$ cat src/rtl/led_pattern_gen.sv
// rtl/led_pattern_gen.sv - LED pattern generator: prescaled up/down/bounce/breathe patterns with pause and single-step
module led_pattern_gen #(
  parameter int WIDTH    = 8,
  parameter int DIV_W    = 25,
  parameter int DIV_TERM = 24999999,
  parameter int PWM_W    = 4
) (
  input  logic             clk,
  input  logic             rst,
  input  logic             en,
  input  logic [1:0]       mode,
  input  logic [2:0]       speed,
  input  logic             pause,
  input  logic             step,
  output logic [WIDTH-1:0] leds,
  output logic             tick
);

  typedef enum logic [1:0] {
    MODE_UP      = 2'b00,
    MODE_DOWN    = 2'b01,
    MODE_BOUNCE  = 2'b10,
    MODE_BREATHE = 2'b11
  } mode_e;

  localparam logic [DIV_W-1:0] DIV_TERM_C = DIV_W'(DIV_TERM);
  localparam logic [PWM_W-1:0] DUTY_MAX   = '1;

  logic [DIV_W-1:0] term;
  logic             adv;
  logic             mode_chg;

  logic [DIV_W-1:0] presc_q, presc_d;
  logic [WIDTH-1:0] cnt_q, cnt_d;
  logic [WIDTH-1:0] pos_q, pos_d;
  logic             dir_q, dir_d;
  logic [PWM_W-1:0] duty_q, duty_d;
  logic             ramp_q, ramp_d;
  logic [PWM_W-1:0] pwm_q, pwm_d;
  mode_e            mode_q, mode_d;
  logic             step_q, step_d;
  logic [WIDTH-1:0] leds_q, leds_d;
  logic             tick_q, tick_d;

  // Shift amounts at or beyond DIV_W naturally yield a terminal count of zero.
  assign term     = DIV_TERM_C >> speed;
  assign mode_chg = (mode_e'(mode) != mode_q);

  always_comb begin
    presc_d = presc_q;
    cnt_d   = cnt_q;
    pos_d   = pos_q;
    dir_d   = dir_q;
    duty_d  = duty_q;
    ramp_d  = ramp_q;
    pwm_d   = pwm_q;
    mode_d  = mode_q;
    step_d  = step_q;
    leds_d  = '0;
    tick_d  = 1'b0;
    adv     = 1'b0;

    if (en) begin
      step_d = step;
      mode_d = mode_e'(mode);
      pwm_d  = pwm_q + PWM_W'(1);

      if (mode_chg) begin
        presc_d = '0;
        cnt_d   = (mode_e'(mode) == MODE_DOWN) ? '1 : '0;
        pos_d   = WIDTH'(1);
        dir_d   = 1'b0;
        duty_d  = '0;
        ramp_d  = 1'b0;
      end else begin
        if (!pause) begin
          if (presc_q == term) begin
            presc_d = '0;
            adv     = 1'b1;
          end else if (presc_q > term) begin
            presc_d = '0;
          end else begin
            presc_d = presc_q + DIV_W'(1);
          end
        end else begin
          adv = step & ~step_q;
        end

        if (adv) begin
          case (mode_q)
            MODE_UP:   cnt_d = cnt_q + WIDTH'(1);
            MODE_DOWN: cnt_d = cnt_q - WIDTH'(1);
            MODE_BOUNCE: begin
              // dir_q=0 moves toward the MSB; endpoints turn around without repeating.
              if (WIDTH == 1) begin
                pos_d = pos_q;
              end else if (!dir_q) begin
                if (pos_q[WIDTH-1]) begin
                  pos_d = pos_q >> 1;
                  dir_d = 1'b1;
                end else begin
                  pos_d = pos_q << 1;
                end
              end else begin
                if (pos_q[0]) begin
                  pos_d = pos_q << 1;
                  dir_d = 1'b0;
                end else begin
                  pos_d = pos_q >> 1;
                end
              end
            end
            default: begin
              if (!ramp_q) begin
                if (duty_q == DUTY_MAX) begin
                  duty_d = duty_q - PWM_W'(1);
                  ramp_d = 1'b1;
                end else begin
                  duty_d = duty_q + PWM_W'(1);
                end
              end else begin
                if (duty_q == '0) begin
                  duty_d = duty_q + PWM_W'(1);
                  ramp_d = 1'b0;
                end else begin
                  duty_d = duty_q - PWM_W'(1);
                end
              end
            end
          endcase
        end
      end

      tick_d = adv;
      case (mode_q)
        MODE_UP, MODE_DOWN: leds_d = cnt_q;
        MODE_BOUNCE:        leds_d = pos_q;
        default:            leds_d = {WIDTH{pwm_q < duty_q}};
      endcase
    end
  end

  always_ff @(posedge clk or posedge rst) begin
    if (rst) begin
      presc_q <= '0;
      cnt_q   <= '0;
      pos_q   <= WIDTH'(1);
      dir_q   <= 1'b0;
      duty_q  <= '0;
      ramp_q  <= 1'b0;
      pwm_q   <= '0;
      mode_q  <= MODE_UP;
      step_q  <= 1'b0;
      leds_q  <= '0;
      tick_q  <= 1'b0;
    end else begin
      presc_q <= presc_d;
      cnt_q   <= cnt_d;
      pos_q   <= pos_d;
      dir_q   <= dir_d;
      duty_q  <= duty_d;
      ramp_q  <= ramp_d;
      pwm_q   <= pwm_d;
      mode_q  <= mode_d;
      step_q  <= step_d;
      leds_q  <= leds_d;
      tick_q  <= tick_d;
    end
  end

  assign leds = leds_q;
  assign tick = tick_q;

endmodule
$ cat config.mk
export PLATFORM = sky130hd
export DESIGN_NAME = led_pattern_gen
export DESIGN_NICKNAME = d
export VERILOG_FILES = /design/src/rtl/led_pattern_gen.sv
export SDC_FILE = /design/constraint.sdc
export NUM_CORES = 1
export LEC_CHECK = 0
export ABC_CLOCK_PERIOD_IN_PS = 6700
export CORE_MARGIN = 1
export CORE_UTILIZATION = 25
export CTS_CLUSTER_SIZE = 10
export DETAILED_ROUTE_END_ITERATION = 10
export RECOVER_POWER = 25
export SYNTH_ARGS = -nofsm -noshare
export SYNTH_HDL_FRONTEND = slang
export SYNTH_SLANG_ARGS = --single-unit
$ cat constraint.sdc
create_clock -name clk -period 6.7 [get_ports clk]
set_input_delay 0.67 -clock clk [delete_from_list [all_inputs] [get_ports clk]]
set_output_delay 0.67 -clock clk [all_outputs]
set_load 0.02 [all_outputs]
## Word-level counts from Yosys, hierarchy flattened

Cells that the tools add are included.
W data, S select, Z words.

| word-level totals | value |
|---|---|
| register bits after elaboration | 63 |
| word-level logic and storage cells | 81 |

| cells by class | value |
|---|---|
| add/sub/neg operators | 6 |
| order comparisons | 2 |
| equal/unequal tests | 8 |
| shifts and indexed selects | 1 |
| muxes and demuxes | 40 |
| bitwise operators | 2 |
| reductions and logical operators | 11 |

Operators with widths:

| cell | number |
|---|---|
| $mux W25 | 4 |
| $mux W8 | 10 |
| $pmux W8 S2 | 2 |
| $add A25 B1 Y25 const B | 1 |
| $eq A25 B25 Y1 | 1 |
| $gt A25 B25 Y1 | 1 |
| $shr A25 B3 Y25 const A | 1 |
| $mux W4 | 6 |
| $mux W1 | 18 |
| $reduce_and A3 Y1 | 3 |
| $add A4 B1 Y4 const B | 2 |
| $add A8 B1 Y8 const B | 1 |
| $sub A8 B1 Y8 const B | 1 |
| $eq A2 B1 Y1 const B | 2 |
| $eq A4 B4 Y1 const B | 1 |
| $logic_not A4 Y1 | 1 |
| $lt A4 B4 Y1 | 1 |
| $ne A2 B1 Y1 const B | 2 |
| $reduce_bool A2 Y1 | 2 |
| $sub A4 B1 Y4 const B | 1 |
| $reduce_bool A3 Y1 | 1 |
| $reduce_or A3 Y1 | 1 |
| $eq A2 B2 Y1 const B | 1 |
| $logic_not A2 Y1 | 1 |
| 5 further kinds | 5 |

## Logic depth before layout (Yosys ltp)

Gate-level depths: netlist of run 1.

| logic depth | value |
|---|---|
| depth after elaboration | 8 |
| depth in mapped cells | 14 |
| gate-level depth less buffers | 11 |

## Worst setup path after synthesis of run 1

No wires, ideal clock.

| timing | value |
|---|---|
| path kind | input to register |
| start | in speed[2] |
| end | reg cnt_q[5] |
| library setup time | 0.082 ns |
| data arrival time | 2.830 ns |
| required time | 6.618 ns |
| path slack | 3.788 ns |
| stages | 12 |
| buffers on the path | 2 |
| path through | clkbuf_1 or2_2 inv_1 nand2_1 ha_1 nand4_1 nor4_1 nand3_1 a41oi_2 buf_2 nor2_1 a31oi_1 |

| on the way | value |
|---|---|
| word-level cells in the longest chain between the ends | 8 |

RTL lines:

| element | line | text |
|---|---|---|
| start, declared | 12 | `input logic [2:0] speed,` |
| $shr A25 B3 Y25 | 46 | `assign term = DIV_TERM_C >> speed;` |
| $eq A25 B25 Y1 | 77 | `if (presc_q == term) begin` |
| $mux W1 | 77 |  |
| $mux W1 | 76 | `if (!pause) begin` |
| $mux W1 | 68 | `if (mode_chg) begin` |
| $mux W1 | 63 | `if (en) begin` |
| $reduce_bool A2 Y1 (no line) | -- |  |
| $reduce_and A3 Y1 (no line) | -- |  |
| end signal, assigned | 158 | `cnt_q <= cnt_d;` |
| end, declared | 34 | `logic [WIDTH-1:0] cnt_q, cnt_d;` |

Every way passes these cells. The select of a mux whose other input is x is not followed.
A chain may end at the register's enable or synchronous reset.

==> run metrics, run 1 <==
Ports=19; number of synthesized register bits=63; Rows=47; RSZ-0062 raised after global routing=false; Setup Viol. Count Final=0; Seq/Total Area, Yosys=a little over a third; CTS max path bufs=2; Fin. Hold Viols=0; Port Buffers=18; count of different cell masters after synthesis=60; Fill cells=between 1.5k and 2k; GP Congestion=0.863; Post-synth EDFFs=0; DRC=0; clk_skew=0.00589 ns; Net Count, Synth=530; CP Data Required Time=6.38 ns; final wirelength=10100 um; crit path cell chain=dlygate4sd3_1 > clkinv_1 > clkbuf_1; Peak VDD IR=between 0.0001 and 0.00015 V; Synth async-reset ratio=100%; Net count, final=543; CTS tree=yes; total CTS buffers=9; H-tree Lvls=3; die area=17800 um2; cts hold-fix bufs=0; prevailing post-synth register cell=dfrtp_1; clk slew on worst S/H paths=roughly 0.06 ns; Yosys top cell area share=35.8%; cell area power density=248 nW/um2; first-pass GRT wire length=17000 um; synth warn=0; DR vias=3650; kind of critical path=in2async; Die Y=134 um; Finished Core Util=approximately 30%; synthesized area per cell=9.00 um2; initial antenna violation count=0; CTS root buffer=clkbuf_16; Hold Slack=0.479 ns; fin. max-slew vios=64; commonest non-fill, non-tap cells in the layout=dfrtp_1 (62), nand2_1 (49), nor2_1 (38), ha_1 (38), a21oi_1 (29); share of cells above drive strength 1=under 10%; most common cell after layout, fill and taps aside=dfrtp_1; Design Power=roughly 1.2 mW; number of global-route vias before repair=3488; Slew headroom=-125%; run status=finished, violations left; largest net degree at the start of global routing=64; CP max stage cell=clkbuf_1; P&R area growth vs syn=15.5%; n_diodes=0; setup repair bufs after CTS=0; setup TNS=0 ns; total gr overflow=0; Fmax=252 MHz; DRT Pass-1 Iters=4; Starting Density=roughly a quarter; worst path buffer plus inverter count=3; Sink Count=63; DR iter-0 viols=243; Die X=134 um; CP endpoint kind=asynchronous set/reset pin; Final min period=approximately 4.0 ns; startpoint type of the worst setup path=input pin; leading area contributor after synthesis=dfrtp_1; Leak=2.14 nW; failing checks=max-capacitance violations, max-slew violations; Critical Path Max Stage Delay=~2.4 ns; ranking of synthesized cells by area=dfrtp_1 (36%), ha_1 (11%), nand2_1 (4.2%); drt wl/cell=roughly 14 um; post-CTS resize count=0; core area=16800 um2; Final period util=59.3%; Mapped Cells=481; Hold WC Path Type=reg2reg; Max-Cap Viols=1; GRT Total Usage=between 10% and 20%; maximum fanout along the worst path=63; Via density=5.08; Slew @ Worst Pin=3.38 ns; Post-Syn Area=4330 um2; delay-heaviest family, CP=buffers and inverters; DRT antenna net count=0; dpl hpwl=7260 um; worst skew pair latency=0.34 ns; CP arrival=around 3.7 ns
-- final cells by class --
class,instances,area (um2),area share (%)
well taps,220,275,5.51
multi-input cells,374,2540,50.9
clock buffers,12,256,5.13
inverters,26,97.6,1.95
clock inverters,4,53.8,1.08
flip-flops and latches,63,1580,31.6
repair buffers,20,191,3.83
-- per-layer routing --
layer	global-route usage (%)	vias up	part of all wire (%)
li1	-	1775	-
met5	0.833	-	0.18
met1	15.2	1758	46
met3	3.69	25	4.3
met2	18.6	90	47
met4	5.18	2	2.6
-- synth_stat cells (all sizes together), types with 2 or more instances --
cell type	number
o22ai	12
a21oi	33
xnor2	14
nor4	5
a211o	2
a21o	4
a22o	3
a2bb2oi	2
nand3b	2
o31ai	2
inv	25
and2	2
o2bb2ai	8
nor2	38
nor3b	2
nand3	24
xor2	11
clkbuf	8
o211ai	3
nor3	10
buf	10
a31oi	13
o21bai	2
a22oi	2
mux2	6
nand2b	6
nand4	16
nand2	50
and3	11
o21ai	25
and4	2
dfrtp	62
ha	38
a211oi	3
mux2i	8
nor2b	5
-- path summary, 6_finish.rpt --
kind | start | end | slack (ns) | cells after the start
setup / recovery | rst | cnt_q[4] | 2.72 | 3
max in group clk | speed[0] | presc_q[10] | 3.01 | 10
hold / removal | pwm_q[3] | pwm_q[3] | 0.48 | 1
hold reg to reg | pwm_q[3] | pwm_q[3] | 0.48 | 1
setup reg to reg | mode_q[1] | cnt_q[7] | 3.73 | 9
min in group asynchronous | rst | presc_q[22] | 2.09 | 3
-- flip-flops by register name, summed over array words and instances (netlist names) --
name,count
cnt_q,8
dir_q,1
duty_q,4
leds,8
mode_q,2
pos_q,8
presc_q,25
pwm_q,4
ramp_q,1
step_q,1
tick,1
-- power breakdown --
group          internal [mW]  leakage, nW  switching (mW)  total, mW
Sequential             0.422        0.836          0.0447      0.466
Combinational          0.124         1.16           0.160      0.284
Clock                  0.309        0.145           0.180      0.488
Total                  0.855         2.14           0.384       1.24
-- through the flow --
step | cells | worst slack (ns) | cell area (um2)
CTS | 719 | 3.02 | 5000
finish | 719 | 2.72 | 5000
global placement | 703 | 2.86 | 4690
detailed placement | 703 | 2.68 | 4690
global route | 719 | 1.88 | 5000
floorplan | 481 | 3.79 | 4330
-- logic make-up after synthesis --
kind of cell	share of synthesized area, %
adders and majority gates	11.4
xor gates and xnor gates	5.23
AOI/OAI and AO/OA	18.2
and+or+nand+nor	20.5
buffers and inverters	4.74
muxes	3.41
DFF	36.5
Power figures use the tool's default switching activity.
==> run 2: changes to the inputs <==
- ABC_CLOCK_PERIOD_IN_PS: 6700 -> 3700
- clock period: 6.7 -> 3.7 ns (I/O delays scaled with it)
==> run metrics, run 2 (same netlist as run 1, synthesis figures left out) <==
CTS max path bufs=2; cell area power density=roughly 470 nW/um2; Finished Core Util=between 30% and 40%; CP endpoint kind=flop; drt wl/cell=14.5 um; fin. max-slew vios=40; Starting Density=25.8%; CTS root buffer=clkbuf_16; initial antenna violation count=0; kind of critical path=in2reg; failing checks=max-capacitance violations, max-slew violations; clk slew on worst S/H paths=0.06 ns; Critical Path Max Stage Delay=just over 0.6 ns; most common cell after layout, fill and taps aside=dfrtp_1; FF-to-FF Start=mode_q[0]; Final period util=86.5%; Die Y=approximately 130 um; Rows=47; Port Buffers=18; Fill cells=1731; worst path buffer plus inverter count=1; DRC=0; DP Cell Count=710; total gr overflow=0; Critical R2R Capture=cnt_q[7]; worst skew pair latency=0.34 ns; DR vias=approximately 3.7k; Fmax=about 310 MHz; commonest non-fill, non-tap cells in the layout=dfrtp_1 (62), nand2_1 (49), nor2_1 (38), ha_1 (38), a21oi_1 (29); Hold WC Path Type=reg2reg; Crit. path cell count=10; cts hold-fix bufs=0; clk_skew=0.00647 ns; n_diodes=0; Die X=134 um; DRT Pass-1 Iters=5; Design Area, Final=5100 um2; CP Data Required Time=roughly 4 ns; core area=16800 um2; Net count, final=550; total CTS buffers=9; Fin. Hold Viols=0; fin cells=approximately 730; final wirelength=10500 um; Max-Cap Viols=1; register area=between 1500 and 2000 um2; GRT Total Usage=between 10% and 20%; Design Power=2.39 mW; Setup Viol. Count Final=0; die area=roughly 18000 um2; Peak VDD IR=about 0.00023 V; max reg flops=25; area of the multi-input gates=approximately 2500 um2; CP arrival=3.43 ns; RSZ-0062 raised after global routing=false; Slew headroom=-1.30%; Area after DPL=4740 um2; GP Congestion=0.876; first-pass GRT wire length=18000 um; DR iter-0 viols=299; run status=finished, violations left; crit path cell chain=clkdlybuf4s50_1 > o21ai_0 > nand2_1 > ha_1 > nand4_1 > nor4_1 > nand3_1 > nand2_1 > a22oi_1 > mux2_2; CP max stage cell=clkdlybuf4s50_1; setup TNS=0 ns; Hold Slack=0.484 ns; FF-to-FF path depth=9; number of global-route vias before repair=3632; Leak=2.21 nW; Placement Setup Slack=0.222 ns; post-CTS resize count=0; Final min period=3.20 ns; H-tree Lvls=3; P&R area growth vs syn=17.8%; delay-heaviest family, CP=simple AND/OR/NAND/NOR gates; r2r setup slk=0.82 ns; share of cells above drive strength 1=under 10%; Sink Count=63; Critical path origin=speed[0]; Hold Crit Endpoint=pwm_q[3]; Via density=just over 5; min-delay src=pwm_q[3]; startpoint type of the worst setup path=input pin; cell mode on critical path=nand2_1; Ports=19; largest register by flop count=presc_q; Slew @ Worst Pin=roughly 1.5 ns; maximum fanout along the worst path=13; final setup margin=between 0.4 and 0.5 ns; CTS tree=yes; WHS Path Cells=1; DRT antenna net count=0; dpl hpwl=7510 um; setup repair bufs after CTS=0; largest net degree at the start of global routing=40
==> run 2: changes by cell type in the layout (fill, tap and decap cells not counted), sizes merged <==
cell | previous run | this run
clkdlybuf4s50 | 17 | 16
buf | 1 | 8
clkbuf | 13 | 12
bufinv | 1 | 3
inv | 24 | 25
clkinvlp | 2 | 0
dlygate4sd3 | 1 | 2
==> run 2: power breakdown <==
group | leakage (nW) | internal [mW] | switching, mW
logic | 1.20 | 0.232 | 0.310
registers | 0.836 | 0.764 | 0.0689
clock network | 0.176 | 0.694 | 0.320
total | 2.21 | 1.69 | 0.699
==> run 2: cell type report <==
cell class / count / share of cell area (%)
Clock buffer: 11 / 4.96
Inverter: 26 / 1.92
Tap cell: 220 / 5.40
Timing Repair Buffer: 27 / 4.79
Sequential cell: 63 / 31.0
Clock inverter: 5 / 2.04
Multi-Input combinational cell: 374 / 49.9
==> run 2: per-layer routing <==
metal  wire [um]  vias up  track usage (%)
met5           0        -                0
met4         195        0             5.05
met3         490       16             2.85
met2        4940       88             20.8
met1        4890     1764             16.0
li1            -     1787                -
==> run 2: worst max path at each step <==
stage / to / slack [ns]
global placement: pos_q[0] / 0.25
detailed placement: pos_q[0] / 0.22
global route: pos_q[4] / 0.17
floorplan: cnt_q[5] / 1.09
CTS: pos_q[0] / 0.55
finish: duty_q[0] / 0.50
